==> src/rtl/seq_booth_multiplier.sv <==
// Iterative radix-2 Booth multiplier, one recode/add/shift step per clock, signed or unsigned operands.
// Latency WIDTH+1 cycles from accepted start to done; start is ignored while busy.
module seq_booth_multiplier #(
   parameter int WIDTH = 4
) (
   input  logic               clk,
   input  logic               rst,
   input  logic               start,
   input  logic               signed_mode,
   input  logic [WIDTH-1:0]   a,
   input  logic [WIDTH-1:0]   b,
   output logic               busy,
   output logic               done,
   output logic [2*WIDTH-1:0] y
);

   // One guard bit lets unsigned operands run through the signed Booth datapath.
   localparam int E  = WIDTH + 1;
   localparam int CW = $clog2(E + 1);

   typedef enum logic {IDLE, RUN} state_t;

   state_t          state;
   logic [E-1:0]    m;
   logic [E-1:0]    p_hi;
   logic [E-1:0]    q;
   logic            q_m1;
   logic [CW-1:0]   cnt;

   logic [E-1:0]    a_ext;
   logic [E-1:0]    b_ext;
   logic [E-1:0]    sum;
   logic [E-1:0]    p_nxt;
   logic [E-1:0]    q_nxt;

   assign a_ext = {signed_mode & a[WIDTH-1], a};
   assign b_ext = {signed_mode & b[WIDTH-1], b};

   always_comb begin
      sum = p_hi;
      case ({q[0], q_m1})
         2'b01:   sum = p_hi + m;
         2'b10:   sum = p_hi - m;
         default: sum = p_hi;
      endcase
      p_nxt = {sum[E-1], sum[E-1:1]};
      q_nxt = {sum[0], q[E-1:1]};
   end

   always_ff @(posedge clk) begin
      if (rst) begin
         state <= IDLE;
         m     <= '0;
         p_hi  <= '0;
         q     <= '0;
         q_m1  <= 1'b0;
         cnt   <= '0;
         busy  <= 1'b0;
         done  <= 1'b0;
         y     <= '0;
      end else begin
         done <= 1'b0;
         case (state)
            IDLE: begin
               if (start) begin
                  m     <= a_ext;
                  p_hi  <= '0;
                  q     <= b_ext;
                  q_m1  <= 1'b0;
                  cnt   <= CW'(E);
                  busy  <= 1'b1;
                  state <= RUN;
               end
            end
            RUN: begin
               p_hi <= p_nxt;
               q    <= q_nxt;
               q_m1 <= q[0];
               cnt  <= cnt - 1'b1;
               // Last step: low 2*WIDTH bits of the shifted {P_hi,Q} are the product.
               if (cnt == CW'(1)) begin
                  y     <= {sum[WIDTH-1:1], q_nxt};
                  done  <= 1'b1;
                  busy  <= 1'b0;
                  state <= IDLE;
               end
            end
            default: state <= IDLE;
         endcase
      end
   end

endmodule

==> config.mk <==
export PLATFORM = sky130hd
export DESIGN_NAME = seq_booth_multiplier
export DESIGN_NICKNAME = d
export VERILOG_FILES = /design/src/rtl/seq_booth_multiplier.sv
export SDC_FILE = /design/constraint.sdc
export NUM_CORES = 1
export LEC_CHECK = 0
export ABC_AREA = 1
export CAP_MARGIN = 20
export CORE_UTILIZATION = 50
export DETAILED_ROUTE_END_ITERATION = 7
export DONT_BUFFER_PORTS = 1
export SETUP_SLACK_MARGIN = 0.3
export SLEW_MARGIN = 20
export SYNTH_ARGS = -nofsm -noshare
export SYNTH_HDL_FRONTEND = slang
export SYNTH_SLANG_ARGS = --single-unit
==> constraint.sdc <==
create_clock -name clk -period 2.4 [get_ports clk]
set_clock_uncertainty 0.1 [all_clocks]
set_input_delay 0.48 -clock clk [delete_from_list [all_inputs] [get_ports clk]]
set_output_delay 0.48 -clock clk [all_outputs]
set_load 0.005 [all_outputs]
## Word level (Yosys, flattened, before mapping)

Cells that the tools add are included.

- Flip-flop bits (word level): 30
- Input port bits: 12
- Output and inout bits: 10
- Logic and storage cells: 40

- Add/sub/neg operators: 3
- Equality and inequality tests: 5
- Mux-type cells: 16
- Bitwise operators: 3
- Reductions and logical operators: 4

Operator list:

| kind | count |
|---|---|
| $pmux W5 S2 | 3 |
| $mux W5 | 2 |
| $mux W1 | 6 |
| $pmux W1 S2 | 3 |
| $pmux W3 S2 | 1 |
| $reduce_and A2 Y1 | 3 |
| $add A5 B5 Y5 | 1 |
| $sub A5 B5 Y5 | 1 |
| $eq A3 B1 Y1 const B | 1 |
| $mux W3 | 1 |
| $sub A3 B1 Y3 const B | 1 |
| $and A1 B1 Y1 | 2 |
| $eq A2 B1 Y1 const B | 1 |
| $eq A2 B2 Y1 const B | 1 |
| $ne A2 B1 Y1 const B | 1 |
| $ne A2 B2 Y1 const B | 1 |
| $reduce_or A2 Y1 | 1 |
| $not A1 Y1 | 1 |

## Logic depth before layout (Yosys ltp)

Gate-level depths: netlist of run 1.

- Word-level depth: 3
- Mapped depth: 15

## Least setup slack after synthesis of run 1

No wires, ideal clock.

- Kind: reg-to-reg
- Start: reg m[0]
- End: reg p_hi[3]
- Setup time: 0.115 ns
- Arrival time: 1.685 ns
- Slack: 0.499 ns
- Stages on the path, launching flop included: 14
- Clock period less this slack: 1.901 ns
- Cell sequence: dfxtp_1 -> inv_1 -> ha_1 -> inv_1 -> o21ai_0 -> fa_1 -> inv_1 -> nand2_1 -> nand2_1 -> nand2_1 -> nand2_1 -> a21oi_1 -> o21ai_0 -> inv_1

- Longest elaborated chain between the ends: 3
- Elaborated cells between the ends (all ways): 4
- Those cells by class: 2 x add/sub; 2 x mux

RTL lines:

| element | line | RTL |
|---|---|---|
| start: declaration | 24 | `logic [E-1:0] m;` |
| start signal: assignment | 66 | `m <= a_ext;` |
| $sub A5 B5 Y5 / $add A5 B5 Y5 (equally long branches) | 43, 42 |  |
| $pmux W5 S2 (*) | 41 | `case ({q[0], q_m1})` |
| $pmux W5 S2 (*) | 63 | `case (state)` |
| end signal: assignment | 76 | `p_hi <= p_nxt;` |
| end: declaration | 25 | `logic [E-1:0] p_hi;` |

Every way passes the cells marked *; elsewhere a longest branch is shown, timed or not.
A chain may end at the register's enable or synchronous reset.

## Worst setup path in the final report of run 1

- Start: reg m[0]
- End: reg p_hi[2]

Same word-level chain as after synthesis.

==> flow_metrics.py, run 1 <==
metrics = {
    "global_routing": {
        "grt.busiest_layer": "met2",
        "overflow": 0,
        "antenna_found_initial": 0,
        "grt_use_met3_pct": 6.74,
        "grt_pass1_vias": 1147,
        "grt_max_degree": 13,
        "met1_usage_pct": 27.4,
        "grt_pass1_wl_microns": 5200,
        "globalRouteMet2Util_pct": 34.3,
        "grtUsageTotal_pct": 21.7,
    },
    "clock_tree": {
        "cts_hold_buf": 0,
        "clk_pin_slew_worst_paths_ps": 100,
        "htreeDepth": 2,
        "numCtsBuffers": 5,
        "cts_tree": "built",
        "post_cts_buffers": 0,
        "clock_sinks": 29,
        "clk_latency_ps": 330,
        "cts_buffer_depth": 2,
        "cts_root_buf": "clkbuf_4",
    },
    "pwr": {
        "power.density_mw_per_mm2": 671,
        "leakagePower_nw": 0.698,
        "power.total_mw": 1.06,
        "max-vdd-ir-drop_mv": 0.539,
    },
    "logic_synthesis": {
        "synth_top_area_cell": "dfxtp_1",
        "synth_cell_type_count": 24,
        "synth_cells": 192,
        "avgSynthCellArea_sq_um": 7.56,
        "ys_seq_elements": 29,
        "netlist_area_sq_mm": 0.00145,
        "synth_seq_area_share_pct": 40.0,
        "synthTopCellsByArea": "dfxtp_1, nand2_1, inv_1",
        "synth_nets": 213,
        "yosys_warnings": 0,
        "synth_top_area_share_pct": 40.0,
    },
    "layout": {
        "diodes": 0,
        "fin_cells": 229,
        "fin_nets": 218,
        "syn_to_final_growth_pct": 8.45,
        "final_layout_size_suffix_gt1_share_pct": 14.1,
        "fin_area_sq_mm": 0.00157,
    },
    "placement": {
        "placed_cell_area_sq_mm": 0.00147,
        "gp_congestion": 0.790,
        "dp_hpwl_microns": 2210,
        "port_buffers": 0,
        "dp_cells": 221,
    },
    "sta": {
        "rsz0062_at_grt": "true",
        "hold_slack_ps": 98.4,
        "fmax_mhz": 514,
        "worst_slew_pin_slew_ps": 516,
        "slew_violations": 0,
        "finalSetupTns_ps": 0,
        "fin_crit_ps": 1940,
        "fin_crit_sh_pct": 81.0,
        "slew_headroom_pct": 65.6,
        "hold_viol_final": 0,
        "setup_violations": 0,
    },
    "critical_path": {
        "cp.required_ps": 2570,
        "crit_path_max_fanout": 4,
        "cp.arrival_ps": 2110,
        "end_kind": "register",
        "path_class": "reg -> reg",
        "start_kind": "register",
    },
    "routing": {
        "drtIter0Drc": 35,
        "wl_per_cell_microns": 13.1,
        "route.detailed.drc": 0,
        "drtAntennaViolNets": 0,
        "routed_wl_microns": 3010,
        "via_per_inst": 5.31,
        "num_vias": 1217,
        "dr.pass1.iters": 4,
    },
    "die": {
        "ioPinCount": 22,
        "die_w_microns": 55.9,
        "fp.dieArea_sq_mm": 0.00312,
        "fp-row-count": 19,
        "die_h_microns": 55.9,
        "start_util_pct": 52.6,
        "core_area_sq_mm": 0.00276,
    },
    "worst_hold_path": {
        "hold_class": "in -> reg",
    },
    "outcome": {
        "status": "complete, no violations",
    },
    "flow_run": {
        "max-cap-violations": 0,
    },
}
state kept, by name, indices dropped and copies added (netlist names):
register / flops
q_m1: 1
state: 1
m: 5
q: 5
done: 1
y: 8
cnt: 3
p_hi: 4
busy: 1
final timing paths:
kind                        from              endpoint  slack (ps)  cells past startpoint
min                          rst  p_hi[0]$_SDFFE_PP0P_         100                      1
max reg2reg    m[0]$_SDFFE_PP0P_  p_hi[2]$_SDFFE_PP0P_         460                     11
max            m[0]$_SDFFE_PP0P_  p_hi[2]$_SDFFE_PP0P_         460                     11
min reg2reg  cnt[1]$_SDFFE_PP0P_   cnt[1]$_SDFFE_PP0P_         370                      2
stage by stage:
| step | worst slack (ps) | util (%) |
|---|---|---|
| 2_1_floorplan | 499 | - |
| 3_3_place_gp | 375 | 53.3 |
| 3_5_place_dp | 301 | 53.3 |
| 4_1_cts | 328 | 55.7 |
| 5_1_grt | 286 | 57.1 |
| 6_report | 456 | 57.1 |
synthesized netlist by cell type:
library cell,n
a22o_1,3
o221ai_1,2
a22oi_1,1
nand3_1,8
xor2_1,1
o21ai_0,12
nand3_4,1
a21oi_1,16
nand2_4,1
nor2_4,4
nor2_1,7
ha_1,8
a31oi_1,2
nand2_1,48
buf_2,1
or2_2,1
buf_6,2
inv_8,1
inv_2,1
o21ai_1,5
a2bb2oi_1,1
inv_1,36
dfxtp_1,29
fa_1,1
cell type report:
class / count / area, sq um
Fill cell: 261 / 1180
Clock buffer: 6 / 51.3
Sequential cell: 29 / 584
Tap cell: 31 / 38.8
Inverter: 38 / 150
Clock inverter: 2 / 13.8
Timing Repair Buffer: 1 / 7.51
Multi-Input combinational cell: 122 / 728
power breakdown:
part	internal [mW]	switching (mW)	leakage (nW)
registers	0.506	0.0204	0.238
logic	0.0783	0.122	0.422
clock network	0.143	0.187	0.0382
what timing repair did:
action	4_1_cts	5_1_grt
pin swaps	0	2
gates cloned	0	0
endpoints found under the setup margin	3	7
resized for setup	1	14
kinds of logic (layout without fill, tap and decap cells):
group                    after synthesis  in the layout  share of synthesized area [%]
XOR/XNOR                               1              1                          0.604
AND/OR/NAND/NOR                       70             70                           22.5
adder cells (fa/ha/maj)                9              9                           8.28
flip-flops                            29             29                           40.0
AO/OA/AOI/OAI                         42             42                           16.4
buffers and inverters                 41             47                           12.2
worst max-delay path: stages, from the launching register on:
cell     delay (ps)
dfxtp_2         340
inv_1            60
ha_1            230
a21oi_1         120
o21ai_0          90
nand2_1         140
ha_4            230
a21oi_2         160
nand3_1          80
nand3_1         110
nand3_1          80
a21oi_1         150
per-layer routing:
metal,vias to the layer above,part of all wire (%),routed length [microns]
met5,-,0,0
met4,0,1.6,47
met3,6,5.7,172
met2,38,45,1350
met1,553,48,1440
li1,620,-,-
cell usage in the layout (no fill, tap or decap), types with 2 or more instances in the layout:
cell,n
nand3_1,8
o21ai_0,8
ha_4,2
a22o_1,3
dfxtp_1,26
clkbuf_4,5
nor2_4,4
a21oi_1,15
o221ai_1,2
dfxtp_2,3
inv_2,3
nand2_1,48
ha_1,6
a31oi_1,2
nor2_1,7
inv_1,34
o21ai_1,8
(Power assumes the default switching activity.)
==> run 2, diff against run 1 <==
clock period = 2 ns   (was 2.4 ns; I/O delays follow)
==> run 2 against run 1 <==
Effect of this change:
- sequential power increased by 20%
- largest power group unchanged
- core utilization grew 4.4 points
- final area is 7.6% higher
- cell count up 3.1%
- die area unchanged
- hold slack worse by 70 ps
- combinational power rose by 49%
- sequential cell count unchanged
- global-route usage fell by 0.39 points
- sequential share of layout area fell by 2.4 points
- power rose by 20%
==> flow_metrics.py, run 2 (same netlist as run 1, synthesis figures left out) <==
metrics = {
    "die": {
        "fp.dieArea_sq_mm": 0.00312,
        "start_util_pct": 52.6,
        "core_area_sq_mm": 0.00276,
        "fp-row-count": 19,
        "die_w_microns": 55.9,
        "die_h_microns": 55.9,
        "ioPinCount": 22,
    },
    "layout": {
        "diodes": 0,
        "n_fill_cell": 262,
        "fin_nets": 225,
        "final_common_cell": "nand2_1",
        "final_layout_size_suffix_gt1_share_pct": 24.4,
        "reg_top3": "y x8, m x5, q x5",
        "syn_to_final_growth_pct": 16.7,
        "final_cell_mix": "nand2_1, inv_1, dfxtp_1",
        "largest_register": "y",
        "fin_area_sq_mm": 0.00169,
        "largest_reg_flops": 8,
    },
    "sta": {
        "slew_headroom_pct": 72.0,
        "rsz0062_at_grt": "true",
        "fmax_mhz": 539,
        "worst_slack_ps": 143,
        "finalSetupTns_ps": 0,
        "fin_crit_sh_pct": 92.8,
        "setup_violations": 0,
        "hold_viol_final": 0,
        "slew_violations": 0,
        "fin_crit_ps": 1860,
        "worst_slew_pin_slew_ps": 420,
    },
    "routing": {
        "via_per_inst": 5.25,
        "drtIter0Drc": 43,
        "routed_wl_microns": 3030,
        "num_vias": 1239,
        "wl_per_cell_microns": 12.8,
        "dr.pass1.iters": 5,
        "route.detailed.drc": 0,
        "drtAntennaViolNets": 0,
    },
    "outcome": {
        "status": "complete, no violations",
    },
    "clock_tree": {
        "cts_tree": "built",
        "cts_hold_buf": 0,
        "cts_root_buf": "clkbuf_4",
        "cts_buffer_depth": 2,
        "clk_pin_slew_worst_paths_ps": 90,
        "clock_sinks": 29,
        "htreeDepth": 2,
        "clk_latency_ps": 320,
        "numCtsBuffers": 5,
    },
    "critical_path": {
        "end_kind": "register",
        "cp.required_ps": 2130,
        "path_class": "reg -> reg",
        "max_stage_delay_ps": 330,
        "cp.buffers_inverters": 3,
        "crit_slowest_cell": "dfxtp_2",
        "start_kind": "register",
        "cpLargestDelayFamily": "simple AND/OR/NAND/NOR gates",
        "cp.arrival_ps": 1980,
        "startpoint": "q_m1$_SDFFE_PP0P_",
        "crit_top_cell": "nand2_1",
        "r2r_slack_ps": 140,
        "crit_path_max_fanout": 4,
        "worstPathCellList": "inv_2, ha_4, inv_4, a21oi_2, o21ai_1, nand2_1, ha_4, nand2_2, nand2_1, nand2_1, nand2_1, nand3_1, nand2_1, o21ai_1, inv_1",
        "rr_startpoint": "q_m1$_SDFFE_PP0P_",
    },
    "global_routing": {
        "antenna_found_initial": 0,
        "grt_max_degree": 13,
        "grt_pass1_vias": 1243,
        "grtUsageTotal_pct": 21.3,
        "overflow": 0,
        "grt_pass1_wl_microns": 5100,
    },
    "placement": {
        "port_buffers": 0,
        "dp_hpwl_microns": 2200,
        "gp_congestion": 0.817,
        "dp_slack_ps": 136,
        "placed_cell_area_sq_mm": 0.00153,
    },
    "flow_run": {
        "max-cap-violations": 0,
    },
    "pwr": {
        "power.density_mw_per_mm2": 747,
        "leakagePower_nw": 0.736,
        "max-vdd-ir-drop_mv": 0.677,
    },
    "worst_hold_path": {
        "hold_class": "in -> reg",
        "hp-start": "rst",
    },
}
==> run 2: cell count changes in the layout (fill, tap and decap cells not counted), sizes merged <==
cell  previous run  this run
buf              1         8
==> run 2: final timing paths <==
check,to,depth (start not counted)
worst max-delay path,p_hi[3]$_SDFFE_PP0P_,15
worst min-delay path,q_m1$_SDFFE_PP0P_,1
worst max register to register,p_hi[3]$_SDFFE_PP0P_,15
worst min register to register,q_m1$_SDFFE_PP0P_,2
==> run 2: routing by layer <==
layer  share of wire, %  GRT usage, %
met2                 49          36.3
met4                2.1          9.41
met1                 43          23.0
met3                5.8          9.07
met5                  0             0
==> run 2: report_power, final <==
group	internal, mW	switching (mW)
clock	0.134	0.202
sequential	0.606	0.0234
combinational	0.127	0.173
total	0.867	0.398
==> run 2: area by class of cell <==
class	count	area, sq um	area share (%)
Timing Repair Buffer	8	60.1	3.55
Tap cell	31	38.8	2.29
Clock inverter	2	10.0	0.591
Inverter	38	155	9.16
Sequential cell	29	588	34.7
Multi-Input combinational cell	122	801	47.3
Clock buffer	6	41.3	2.44
==> run 2: timing repair <==
action | CTS | global route
pin swaps | 14 | 2
endpoints found under the setup margin | 7 | 7
gates resized for setup | 15 | 2
buffers inserted | 5 | 1
==> run 2: metrics by stage <==
stage | hold WS (ps) | std cells | total power, mW | utilization [%]
2_1_floorplan | 343 | 192 | 0.850 | -
3_3_place_gp | 346 | 222 | 0.886 | 55.6
3_5_place_dp | 362 | 222 | 0.895 | 55.6
4_1_cts | 17.6 | 235 | 1.26 | 60.8
5_1_grt | 2.12 | 236 | 1.34 | 61.4
6_report | 28.8 | 236 | 1.27 | 61.4
==> run 3, diff against run 2 <==
CELL_PAD_IN_SITES_DETAIL_PLACEMENT = 2   (was default)
CELL_PAD_IN_SITES_GLOBAL_PLACEMENT = 2   (was default)
CORE_UTILIZATION = 35   (was 50)
PLACE_DENSITY_LB_ADDON = 0.1   (was default)
==> run 3 against run 2 <==
Effect of this change:
- non-clock buffer count is 1 lower
- global-route usage is 1.7 points higher
- critical endpoint unchanged
- sequential share of layout area is 1.5 points lower
- register-to-register slack hardly changed
- critical path depth is 1 lower
- sequential power hardly changed
- combinational power is 11% higher
- cell count is 7.6% higher
- via count is 5.3% higher
- fmax is 0.51% lower
==> flow_metrics.py, run 3 (same netlist as run 1, synthesis figures left out) <==
metrics = {
    "outcome": {
        "status": "complete, no violations",
    },
    "layout": {
        "largest_register": "y",
        "fin_cells": 254,
        "final_common_cell": "nand2_1",
        "n_fill_cell": 455,
        "multiInputGateArea_sq_um": 830,
        "final_cell_mix": "nand2_1, inv_1, dfxtp_1",
        "final_layout_size_suffix_gt1_share_pct": 26.0,
        "reg_top3": "y x8, m x5, q x5",
        "fin_area_sq_mm": 0.00177,
        "final_core_util_pct": 44.3,
        "syn_to_final_growth_pct": 22.0,
        "largest_reg_flops": 8,
        "diodes": 0,
        "regArea_sq_um": 588,
        "fin_nets": 224,
    },
    "critical_path": {
        "crit_path_max_fanout": 2,
        "cpLargestDelayFamily": "adder cells",
        "crit_top_cell": "nand2_1",
        "path_class": "reg -> reg",
        "crit_slowest_cell": "dfxtp_2",
        "worstPathCellList": "inv_2, ha_4, inv_4, o21ai_4, fa_2, inv_2, nand2_4, nand2_2, nand2_1, nand2_1, nand3_1, nand2_1, o21ai_1, inv_1",
        "cp.arrival_ps": 1940,
        "start_kind": "register",
        "end_kind": "register",
        "cp.buffers_inverters": 4,
        "rr_worst_depth": 14,
        "cp.required_ps": 2070,
        "r2r_slack_ps": 130,
        "r2r_end": "p_hi[3]$_SDFFE_PP0P_",
        "max_stage_delay_ps": 340,
        "rr_startpoint": "m[1]$_SDFFE_PP0P_",
    },
    "clock_tree": {
        "clock_sinks": 29,
        "cts_root_buf": "clkbuf_8",
        "htreeDepth": 2,
        "cts_hold_buf": 0,
        "clk_pin_slew_worst_paths_ps": 70,
        "cts_tree": "built",
        "cts_buffer_depth": 2,
        "numCtsBuffers": 5,
        "clk_latency_ps": 280,
    },
    "routing": {
        "drtAntennaViolNets": 0,
        "routed_wl_microns": 4360,
        "dr.pass1.iters": 4,
        "num_vias": 1305,
        "via_per_inst": 5.14,
        "wl_per_cell_microns": 17.2,
        "route.detailed.drc": 0,
        "drtIter0Drc": 29,
    },
    "pwr": {
        "leakagePower_nw": 0.749,
        "max-vdd-ir-drop_mv": 0.330,
        "power.total_mw": 1.43,
        "p_sw_mw": 0.452,
        "pwr-share-seq_pct": 44.1,
        "pwr-share-clk_pct": 32.6,
        "p_sw_share_pct": 31.5,
        "p_comb_share_pct": 23.3,
        "power.density_mw_per_mm2": 810,
        "p_int_mw": 0.983,
    },
    "placement": {
        "dp_cells": 240,
        "gp_congestion": 0.807,
        "placed_cell_area_sq_mm": 0.00155,
        "dp_slack_ps": 32.1,
        "port_buffers": 0,
        "dp_hpwl_microns": 2970,
    },
    "sta": {
        "fmax_mhz": 536,
        "fin_crit_ps": 1870,
        "slew_headroom_pct": 69.7,
        "worst_slack_ps": 134,
        "finalSetupTns_ps": 0,
        "fin_crit_sh_pct": 93.3,
        "rsz0062_at_grt": "true",
        "hold_viol_final": 0,
        "hold_slack_ps": 74.0,
        "slew_violations": 0,
        "worst_slew_pin_slew_ps": 454,
        "setup_violations": 0,
    },
    "die": {
        "fp.dieArea_sq_mm": 0.00441,
        "fp-row-count": 23,
        "ioPinCount": 22,
        "start_util_pct": 36.3,
        "die_h_microns": 66.4,
        "die_w_microns": 66.4,
        "core_area_sq_mm": 0.00400,
    },
    "global_routing": {
        "antenna_found_initial": 0,
        "overflow": 0,
        "grt.busiest_layer": "met2",
        "grt_pass1_vias": 1409,
        "globalRouteMet2Util_pct": 41.6,
        "grtUsageTotal_pct": 23.0,
        "grt_use_met3_pct": 6.55,
        "grt_max_degree": 13,
        "met1_usage_pct": 24.7,
        "grt_pass1_wl_microns": 7110,
    },
    "worst_hold_path": {
        "hold_depth": 1,
        "hp-start": "rst",
        "hold_class": "in -> reg",
        "min_to": "p_hi[2]$_SDFFE_PP0P_",
    },
    "flow_run": {
        "max-cap-violations": 0,
    },
}
run 3: worst reg2reg max path: cells and delay by family (launching register included):
kind	cells	cell delay, ps
buffers and inverters	4	200
AND/OR/NAND/NOR	6	340
adder cells (fa/ha/maj)	2	500
flip-flops	1	340
AO/OA/AOI/OAI	2	280
run 3: worst max-delay path by stage:
stage	start	end	slack, ps	depth (start not counted)
final	m[1]$_SDFFE_PP0P_	p_hi[3]$_SDFFE_PP0P_	130	14
after global routing	q_m1$_SDFFE_PP0P_	y[7]$_SDFFE_PP0P_	40	13
after global placement	m[0]$_SDFFE_PP0P_	p_hi[3]$_SDFFE_PP0P_	170	13
after CTS	m[1]$_SDFFE_PP0P_	p_hi[3]$_SDFFE_PP0P_	130	14
after detailed placement	m[1]$_SDFFE_PP0P_	p_hi[2]$_SDFFE_PP0P_	30	12
after floorplan	m[0]$_SDFFE_PP0P_	y[5]$_SDFFE_PP0P_	250	7
run 3: metal layers:
metal	up-vias	routed length [microns]
li1	632	-
met1	647	1820
met2	17	2330
met3	9	118
met4	0	93
met5	-	0
run 3: cell type report:
class / instances / share of cell area, %
clock buffers: 6 / 4.10
clock inverters: 2 / 0.565
inverters: 38 / 8.76
multi-input cells: 122 / 46.9
flip-flops and latches: 29 / 33.2
well taps: 50 / 3.53
repair buffers: 7 / 2.97
run 3: power by group through the flow:
stage / clock [mW] / combinational, mW / sequential [mW]
5_1_grt: 0.511 / 0.372 / 0.636
2_1_floorplan: 0 / 0.216 / 0.634
3_5_place_dp: 0 / 0.264 / 0.646
6_report: 0.468 / 0.334 / 0.633
3_3_place_gp: 0 / 0.248 / 0.644
4_1_cts: 0.479 / 0.310 / 0.633
run 3: repair_timing:
action                                  4_1_cts  5_1_grt
pin swaps                                    12        9
gates resized for setup                      18        5
endpoints found under the setup margin        7        7
setup buffers                                 4        2
